===== src/rtl/alu_pkg.sv =====
// Shared types for the ALU issue stage: opcodes, the request record and FSM states.
package alu_pkg;

   localparam int DATA_W = 8;
   localparam int SEL_W  = 4;

   typedef enum logic [SEL_W-1:0] {
      ADD  = 4'b0000,
      SUB  = 4'b0001,
      MUL  = 4'b0010,
      DIV  = 4'b0011,
      SHL  = 4'b0100,
      SHR  = 4'b0101,
      ROL  = 4'b0110,
      ROR  = 4'b0111,
      AND  = 4'b1000,
      OR   = 4'b1001,
      XOR  = 4'b1010,
      NOR  = 4'b1011,
      NAND = 4'b1100,
      XNOR = 4'b1101,
      GT   = 4'b1110,
      EQ   = 4'b1111
   } alu_op_e;

   typedef struct packed {
      logic [DATA_W-1:0] a;
      logic [DATA_W-1:0] b;
      logic [SEL_W-1:0]  sel;
   } alu_req_t;

   typedef enum logic [1:0] {
      ST_IDLE  = 2'd0,
      ST_DRIVE = 2'd1,
      ST_RESP  = 2'd2
   } issue_state_e;

endpackage


===== src/rtl/alu_req_fifo.sv =====
// Synchronous request FIFO; head entry is visible combinationally on rdata.
module alu_req_fifo
   import alu_pkg::*;
#(
   parameter int DEPTH = 4
) (
   input  logic     clk,
   input  logic     reset,
   input  logic     push,
   input  alu_req_t wdata,
   input  logic     pop,
   output alu_req_t rdata,
   output logic     full,
   output logic     empty
);

   localparam int AW = $clog2(DEPTH);
   localparam logic [AW:0] PTR_ONE = 1;

   alu_req_t    mem [DEPTH];
   logic [AW:0] wr_ptr;
   logic [AW:0] rd_ptr;

   // Extra pointer bit distinguishes full from empty when the indices match.
   assign empty = (wr_ptr == rd_ptr);
   assign full  = (wr_ptr[AW] != rd_ptr[AW]) && (wr_ptr[AW-1:0] == rd_ptr[AW-1:0]);
   assign rdata = mem[rd_ptr[AW-1:0]];

   always_ff @(posedge clk or posedge reset) begin
      if (reset) begin
         wr_ptr <= '0;
         rd_ptr <= '0;
      end else begin
         if (push && !full)
            wr_ptr <= wr_ptr + PTR_ONE;
         if (pop && !empty)
            rd_ptr <= rd_ptr + PTR_ONE;
      end
   end

   always_ff @(posedge clk) begin
      if (push && !full)
         mem[wr_ptr[AW-1:0]] <= wdata;
   end

endmodule


===== src/rtl/alu_issue_ctrl.sv =====
// Issue stage wrapping a combinational ALU: buffers requests, drives the ALU pins,
// captures the result after one settle cycle and returns it over valid/ready.
//
//   state    | meaning
//   ---------+--------------------------------------------------------------
//   ST_IDLE  | nothing in flight; pop the FIFO head as soon as it is non-empty
//   ST_DRIVE | alu_* driven with the popped request; ALU output settling
//   ST_RESP  | result held on rsp_* with rsp_valid high until rsp_ready
module alu_issue_ctrl #(
   parameter int DATA_W = 8,
   parameter int SEL_W  = 4,
   parameter int DEPTH  = 4,
   parameter int CNT_W  = 16
) (
   input  logic              clk,
   input  logic              reset,
   input  logic              req_valid,
   output logic              req_ready,
   input  logic [DATA_W-1:0] req_a,
   input  logic [DATA_W-1:0] req_b,
   input  logic [SEL_W-1:0]  req_sel,
   output logic [DATA_W-1:0] alu_a,
   output logic [DATA_W-1:0] alu_b,
   output logic [SEL_W-1:0]  alu_sel,
   input  logic [DATA_W-1:0] alu_out,
   input  logic              alu_carry,
   output logic              rsp_valid,
   input  logic              rsp_ready,
   output logic [DATA_W-1:0] rsp_data,
   output logic              rsp_carry,
   output logic [SEL_W-1:0]  rsp_sel,
   output logic              busy,
   output logic [CNT_W-1:0]  op_count
);

   import alu_pkg::*;

   localparam logic [CNT_W-1:0] CNT_ONE = 1;

   alu_req_t     push_data;
   alu_req_t     head;
   logic         full;
   logic         empty;
   logic         push;
   logic         pop;
   issue_state_e state;
   issue_state_e state_nxt;

   assign req_ready = !full;
   assign push      = req_valid && !full;
   assign push_data = {req_a, req_b, req_sel};

   alu_req_fifo #(.DEPTH(DEPTH)) u_fifo (
      .clk   (clk),
      .reset (reset),
      .push  (push),
      .wdata (push_data),
      .pop   (pop),
      .rdata (head),
      .full  (full),
      .empty (empty)
   );

   always_ff @(posedge clk or posedge reset) begin
      if (reset)
         state <= ST_IDLE;
      else
         state <= state_nxt;
   end

   always_comb begin
      state_nxt = state;
      pop       = 1'b0;
      case (state)
         ST_IDLE: begin
            if (!empty) begin
               pop       = 1'b1;
               state_nxt = ST_DRIVE;
            end
         end
         ST_DRIVE: state_nxt = ST_RESP;
         ST_RESP: begin
            // Back-to-back: the handshake cycle also launches the next request.
            if (rsp_ready) begin
               if (!empty) begin
                  pop       = 1'b1;
                  state_nxt = ST_DRIVE;
               end else begin
                  state_nxt = ST_IDLE;
               end
            end
         end
         default: state_nxt = ST_IDLE;
      endcase
   end

   always_ff @(posedge clk or posedge reset) begin
      if (reset) begin
         alu_a     <= '0;
         alu_b     <= '0;
         alu_sel   <= '0;
         rsp_valid <= 1'b0;
         rsp_data  <= '0;
         rsp_carry <= 1'b0;
         rsp_sel   <= '0;
         op_count  <= '0;
      end else begin
         if (pop) begin
            alu_a   <= head.a;
            alu_b   <= head.b;
            alu_sel <= head.sel;
         end
         if (state == ST_DRIVE) begin
            rsp_data  <= alu_out;
            rsp_carry <= alu_carry;
            rsp_sel   <= alu_sel;
            rsp_valid <= 1'b1;
         end else if (state == ST_RESP && rsp_ready) begin
            rsp_valid <= 1'b0;
            op_count  <= op_count + CNT_ONE;
         end
      end
   end

   assign busy = !empty || (state != ST_IDLE);

endmodule

===== config.mk =====
export PLATFORM = sky130hd
export DESIGN_NAME = alu_issue_ctrl
export DESIGN_NICKNAME = d
export VERILOG_FILES = /design/src/rtl/alu_pkg.sv /design/src/rtl/alu_req_fifo.sv /design/src/rtl/alu_issue_ctrl.sv
export SDC_FILE = /design/constraint.sdc
export NUM_CORES = 1
export LEC_CHECK = 0
export ABC_AREA = 1
export CORE_MARGIN = 3
export CORE_UTILIZATION = 49
export CTS_CLUSTER_SIZE = 28
export DETAILED_ROUTE_END_ITERATION = 12
export PLACE_DENSITY = 0.76
export SKIP_LAST_GASP = 1
export SLEW_MARGIN = 20
export SYNTH_ARGS = -nofsm -noshare
export SYNTH_HDL_FRONTEND = slang
export SYNTH_HIERARCHICAL = 1
export SYNTH_SLANG_ARGS = --single-unit

===== constraint.sdc =====
create_clock -name clk -period 2.6 [get_ports clk]
set_clock_uncertainty 0.05 [all_clocks]
set_input_delay 0.26 -clock clk [delete_from_list [all_inputs] [get_ports clk]]
set_output_delay 0.26 -clock clk [all_outputs]
set_load 0.1 [all_outputs]

* Word level (Yosys, flattened, before mapping)
Memory sizes are Yosys's and may differ from the RTL's. A register that Yosys moved wholly into a read port is not among the register bits. Index checks and enable logic that the tools add are counted.
Word-level totals: bits in writable memories 80, memories kept 1, input bits 33, word-level logic and storage cells 44, bits in registers 38
Memories:
- u_fifo.mem | depth 4, bits a word 20, read ports 1, clocked after memory_dff 1, write ports 1, line alu_req_fifo.sv:20 | alu_req_t mem [DEPTH];
Cells by class: bitwise gates (word level) 1, reduce and logical (&&, ||, !) cells 13, $add $sub $neg 3, eq/ne operators 7, mux-type cells 11
Operators with widths (number):
- $add 16x1->16 const B | 1
- $mux 1 | 7
- $add 3x1->3 const B | 2
- $pmux 2 s3 | 1
- $logic_and 1x1->1 | 5
- $mux 2 | 2
- $ne 2x2->1 const B | 2
- $reduce_and 2->1 | 2
- $reduce_bool 2->1 | 2
- $eq 3x3->1 | 1
- $eq 2x1->1 const B | 1
- $eq 2x2->1 | 1
- $eq 2x2->1 const B | 1
- $logic_not 1->1 | 2
- $logic_not 2->1 | 1
- $pmux 1 s2 | 1
- $logic_or 1x1->1 | 1
- $ne 1x1->1 | 1
- $not 1->1 | 1

* Depth between registers and ports, before layout
depth after elaboration 7, gate-level depth with buffers 11

* Cells and area by module
Netlist, hierarchy kept.
Modules (own cells, without submodules):
- alu_req_fifo | cells each 256, seq. area each 2552.4 sq um, instances 1, area each 3418.3 sq um
- alu_issue_ctrl | cells each 265, seq. area each 1301.2 sq um, instances 1, area each 2225.9 sq um

* Least setup slack after synthesis
OpenSTA, ideal clock, no wires.
kind flip-flop to flip-flop, start register u_fifo.rd_ptr[0], end memory u_fifo/mem[1][0] (netlist bit), enable pin, cell stages (with the launch flop) 8, path slack 0.117 ns, data required time 2.153 ns, clock period less this slack 2.483 ns, library setup time 0.397 ns, data arrival time 2.036 ns, cells stage by stage dfrtp_1 > buf_6 > xnor2_4 > nand3_4 > inv_1 > nor2_1 > nand2_4 > nor2_1
Between the ends: longest elaborated chain between the ends 7
Ends and longest elaborated chain:
- start, declared | line alu_req_fifo.sv:22 | logic [AW:0] rd_ptr;
- start signal, assigned | line alu_req_fifo.sv:37 | rd_ptr <= rd_ptr + PTR_ONE;
- $eq 2x2->1 | line alu_req_fifo.sv:26 | assign full = (wr_ptr[AW] != rd_ptr[AW]) && (wr_ptr[AW-1:0] == rd_ptr[AW-1:0]);
- $logic_and 1x1->1 | line alu_req_fifo.sv:26
- net full | line alu_issue_ctrl.sv:42 | logic full;
- $logic_not 1->1 | line alu_issue_ctrl.sv:50 | assign push = req_valid && !full;
- $logic_and 1x1->1 | line alu_issue_ctrl.sv:50
- net push | line alu_issue_ctrl.sv:44 | logic push;
- $logic_and 1x1->1 | line alu_req_fifo.sv:42 | if (push && !full)
- $mux 1 | line alu_req_fifo.sv:42
- $mux 1 (implied by the code) | line alu_req_fifo.sv:43 | mem[wr_ptr[AW-1:0]] <= wdata;
- end, declared | line alu_req_fifo.sv:20
The timed path passes the listed nets, and every way through them passes these cells.

* Final worst setup path
start register u_fifo.rd_ptr[1], end memory u_fifo/mem[3][18] (netlist bit), enable pin
Same word-level chain as after synthesis.

==> flow_summary.ini <==
[outcome]
status = finished, final reports clean

[worst_setup_path]
cpPeakStageDelay_ns = 0.49
critPathRequiredTime_ns = 2.64
critical-path-slowest-cell = dfrtp_1
crit_buf_inv = 5
cp-end-kind = flip-flop
crit_arrival_ns = 2.35
cp_max_fo = 20
crit_family = simple AND/OR/NAND/NOR gates
path_class = flip-flop to flip-flop
worstPathCellList = inv_1 > nand2_1 > nand2_1 > nand3_4 > inv_1 > nor2_1 > nand2_1 > inv_1 > nand2_1 > inv_1 > buf_4
cp-start-kind = flip-flop

[synth]
synth_nets = 560
yosys_warnings = 6
ys_seq_area_share_pct = 68.3
async_flop_share_pct = 42.0
synthCells = 521
netlist_area_sq_um = 5640
synthDistinctLibCells = 29
ys.flop_type = edfxtp_1
ys_seq_elements = 138
synth_edf_count = 80
post_synth.cell_area_avg_sq_um = 10.8

[cells_and_area]
instances_no_fill = 767
final_common_cell = nand2_1
n_fill_cell = 815
nNetsFinal = 653
layout_common_cells = 164 x nand2_1, 80 x edfxtp_1, 59 x buf_4, 58 x dfrtp_1, 56 x nor2_1
final_area_sq_um = 7130
final_layout_size_suffix_gt1_share_pct = 16.9
antenna_cells = 0
area_delta_synth_final_pct = 26.4

[cts]
clock_latency_ns = 0.41
cts_buffer_depth = 2
post_cts_buffers = 0
clockRootBuffer = clkbuf_16
h-tree-depth = 4
cts-buffers-inserted = 17
clk_pin_slew_ns = 0.06
cts_hold_buf = 0
cts_tree = yes
ctsResizeCount = 0
cts_sinks = 138

[sta]
tightest_slew_ns = 0.873
fmax_ghz = 0.433
fin_hold_ws_ns = 0.0873
slew_violations = 0
hold_viol = 0
slew_headroom_pct = 41.6
period_share_pct = 88.9
tns_ns = 0
setup_violations = 0
rsz0062_at_grt = no
fin_crit_ns = 2.31

[placement]
place.gp.congestion = 0.817
dp_cells = 735
dpl_cell_area_sq_um = 6510
port_buffers = 84
hpwl_um = 7670

[detailed_routing]
dr_total_vias = 3934
firstDrtPassIters = 5
ant_nets = 0
post-route-drc-count = 0
drtIter0Drc = 340
via_per_inst = 5.13
totalWireLength_um = 11700
wl_per_cell_um = 15.3

[die]
dieWidth_um = 113
dieHeight_um = 113
coreArea_sq_um = 11000
rows = 38
ioPinCount = 85
initial_core_util_pct = 51.2
die-area_sq_um = 12800

[grt]
first_global_vias = 3733
grt_max_degree = 44
overflow = 0
grt_pass1_wl_um = 19100
grt_util_all_layers_pct = 19.1
grt_antenna_before_repair = 0

[min_path]
hold_path.class = primary input to async pin

[run]
cap_violations = 0
==> worst paths after layout <==
path | startpoint | end | slack, ns | depth (start not counted)
max reg2reg | u_fifo/rd_ptr[1] | u_fifo/mem[3][18] | 0.29 | 11
min in group clk | alu_out[6] | rsp_data[6] | 0.35 | 3
min reg2reg | rsp_data[6] | rsp_data[6] | 0.42 | 2
max in group asynchronous | reset | op_count[10] | 1.67 | 3
min | reset | u_fifo/rd_ptr[2] | 0.09 | 2
max | u_fifo/rd_ptr[1] | u_fifo/mem[3][18] | 0.29 | 11
==> per-stage QoR <==
step | utilization (%) | setup WS (ns)
floorplan | - | 0.117
global placement | 59.1 | 0.460
detailed placement | 59.1 | 0.406
CTS | 64.7 | 0.333
global route | 64.7 | 0.0871
finish | 64.7 | 0.288
==> metal layers <==
metal / share of wire [%] / vias to the layer above / GRT usage, %
li1: - / 1911 / -
met1: 45 / 1886 / 26.6
met2: 47 / 124 / 29.4
met3: 6.7 / 13 / 5.13
met4: 1.1 / 0 / 6.41
met5: 0 / - / 0
==> layout make-up <==
type                            instances  area, sq um  share of cell area [%]
Clock buffer                           22          518                    7.26
Clock inverter                         10          101                    1.42
Inverter                               37          139                    1.95
Sequential cell                       138         3850                    54.0
Multi-Input combinational cell        327         1540                    21.6
Tap cell                              140          175                    2.46
Timing Repair Buffer                   93          803                    11.3
==> Yosys cell counts (2+ instances only) <==
cell / number / area share [%]
clkbuf_1: 3 / 0.20
ha_1: 6 / 1.3
o21ai_1: 7 / 0.62
buf_2: 10 / 0.89
o21ai_0: 38 / 3.4
edfxtp_1: 80 / 43
nor2_1: 56 / 3.7
nand2_2: 2 / 0.22
nor3_1: 2 / 0.18
xor2_1: 3 / 0.47
nand2_1: 164 / 11
nand4_1: 2 / 0.22
clkbuf_2: 2 / 0.18
xnor2_1: 6 / 0.93
buf_6: 3 / 0.60
inv_2: 3 / 0.20
inv_1: 34 / 2.3
o22ai_1: 20 / 2.2
nand3_4: 2 / 0.62
nand3_1: 12 / 1.1
dfrtp_1: 58 / 26
==> registers in the layout, summed over array words and instances, names as in the netlist <==
name,count
u_fifo/mem,80
rsp_carry,1
rsp_data,8
rsp_valid,1
alu_b,8
rsp_sel,4
op_count,16
alu_a,8
u_fifo/rd_ptr,3
state,2
u_fifo/wr_ptr,3
alu_sel,4
==> kinds of logic after synthesis <==
kind of cell	share of synthesized area, %
and+or+nand+nor	17.9
adders and majority gates	1.33
buffers and inverters	4.39
DFF	68.3
AOI/OAI and AO/OA	6.21
xor gates and xnor gates	1.88
Power is not shown: default switching activity piles up to over one toggle a cycle in this logic, so the estimate is an artifact.
==> RTL change: new RTL, same settings <==
Change the parameter `CNT_W` from 16 to 20.
--- a/src/rtl/alu_issue_ctrl.sv
+++ b/src/rtl/alu_issue_ctrl.sv
@@ -12,3 +12,3 @@
    parameter int DEPTH  = 4,
-   parameter int CNT_W  = 16
+   parameter int CNT_W  = 20
 ) (
Interface: changed (resized op_count); port bits go from 85 to 89. The function was not compared with the original's and may differ.
==> RTL change against the original RTL <==
Fmax is 4.3% higher; core utilization is 0.78 points lower; worst setup slack better by 95 ps; area after synthesis is 3.4% higher; design area is 3.1% higher; sequential cell count is 4 higher; via count is 1.8% higher; wire length is 4.1% higher; critical path type unchanged; largest cell class unchanged.
Power is left out: the tool's default activity adds up to more than one toggle a clock period on the data nets, which glitch-free logic cannot reach.
==> RTL change: results (changes against the original RTL) <==
\begin{tabular}{lr}
\hline
Metric & Value \\
\hline
\multicolumn{2}{l}{\textbf{Placed design}} \\
Count of input and output buffers & 88 (was 84) \\
Pre-CTS setup slack & 414.3 ps (was 405.9 ps) \\
GPL Wtd Cong & 0.7850 (was 0.8169) \\
HPWL Detailed & 8.311 mm (was 7.668 mm) \\
\multicolumn{2}{l}{\textbf{Cells and area}} \\
Fraction of final layout cells sized beyond drive strength 1 & 20.50\% (was 16.91\%) \\
Layout filler cell count & 895 (was 815) \\
Layout Nets & 660 (was 653) \\
\multicolumn{2}{l}{\textbf{Critical path}} \\
R2r startpoint & u\_fifo/wr\_ptr[1]\$\_DFFE\_PP0P\_ (was u\_fifo/rd\_ptr[1]\$\_DFFE\_PP0P\_) \\
Worst-case register-to-register setup slack & 380 ps (was 290 ps) \\
Capturing instance or port of the critical path & u\_fifo/mem[3][14]\$\_DFFE\_PP\_ (was u\_fifo/mem[3][18]\$\_DFFE\_PP\_) \\
Crit. Startpoint & u\_fifo/wr\_ptr[1]\$\_DFFE\_PP0P\_ (was u\_fifo/rd\_ptr[1]\$\_DFFE\_PP0P\_) \\
Data arrival time of the critical path & 2250 ps (was 2350 ps) \\
\multicolumn{2}{l}{\textbf{Route}} \\
Per-cell via count in the routed design & 5.152 (was 5.129) \\
Routed length on met2 & 6.229 mm (was 5.542 mm) \\
Initial DRT Pass Iterations & 4 (was 5) \\
Met1 WL & 5.171 mm (was 5.233 mm) \\
Detailed-routed wire length on met3 & 750 µm (was 788 µm) \\
Violation count after the first detailed-route iteration & 227 (was 340) \\
Average wire per standard cell & 15.68 µm (was 15.25 µm) \\
\multicolumn{2}{l}{\textbf{Outcome}} \\
Result of the run & finished, final reports clean (unchanged) \\
\multicolumn{2}{l}{\textbf{Logic synthesis}} \\
Async S/R FF share, synth & 43.66\% (was 42.03\%) \\
Synthesized netlist net count & 561 (was 560) \\
\multicolumn{2}{l}{\textbf{Clocking}} \\
Number of buffers added by the clock tree synthesis step & 17 (unchanged) \\
\multicolumn{2}{l}{\textbf{Global route}} \\
Overall routing resource usage & 19.62\% (was 19.13\%) \\
Global-route wire length before repair & 20.15 mm (was 19.05 mm) \\
\multicolumn{2}{l}{\textbf{Timing}} \\
Timing-limited maximum frequency & 451.1 MHz (was 432.5 MHz) \\
\hline
\end{tabular}
[RTL change: changes by cell type in the layout (fill, tap and decap cells not counted), moves of 3 or more]
cell       delta
nand2_1      -30
mux2_2       +13
nand3_1       +8
nor2_2        +6
buf_4         +5
dfrtp_1       +4
clkbuf_16     -3
xor2_1        +3
[RTL change: layout make-up]
class | instances | area, µm² | area share (%)
Clock inverter | 12 | 135.1 | 1.837
Inverter | 38 | 142.6 | 1.939
Sequential cell | 142 | 3954 | 53.74
Tap cell | 143 | 178.9 | 2.432
Multi-Input combinational cell | 324 | 1649 | 22.41
Timing Repair Buffer | 98 | 840.8 | 11.43
Clock buffer | 20 | 456.7 | 6.207
[RTL change: metrics by stage]
stage                     util, %  cell area [µm²]  hold WS [ps]  instances
final                       63.89             7357         74.57        777
after global routing        63.89             7357         118.1        777
after CTS                   63.89             7357         74.24        777
after detailed placement    58.75             6765         420.8        745
after global placement      58.75             6765         409.4        745
after floorplan                 -             5834        0.9591        522
[RTL change: worst max-delay path: stages (launching register included)]
cell and delay [ps]:
dfrtp_1 430, inv_1 110, nand2_1 80, nand2_1 100, nand3_4 140, inv_1 60, nor2_1 310, nand2_1 100
inv_1 70, nand2_1 80, inv_1 60, buf_4 280
[RTL change: routing by layer]
layer	global-route usage (%)	up-vias
met4	4.382	0
met2	34.03	117
met5	0	-
li1	-	1949
met1	24.57	1933
met3	5.632	4
[RTL change: kinds of logic after synthesis]
kind of cell               Yosys count  share of synthesized area, %
AOI/OAI and AO/OA                   66                         6.134
and+or+nand+nor                    227                         16.08
muxes                               13                         2.509
xor gates and xnor gates            12                         2.123
adders and majority gates            6                         1.287
DFF                                142                         67.77
buffers and inverters               56                         4.096
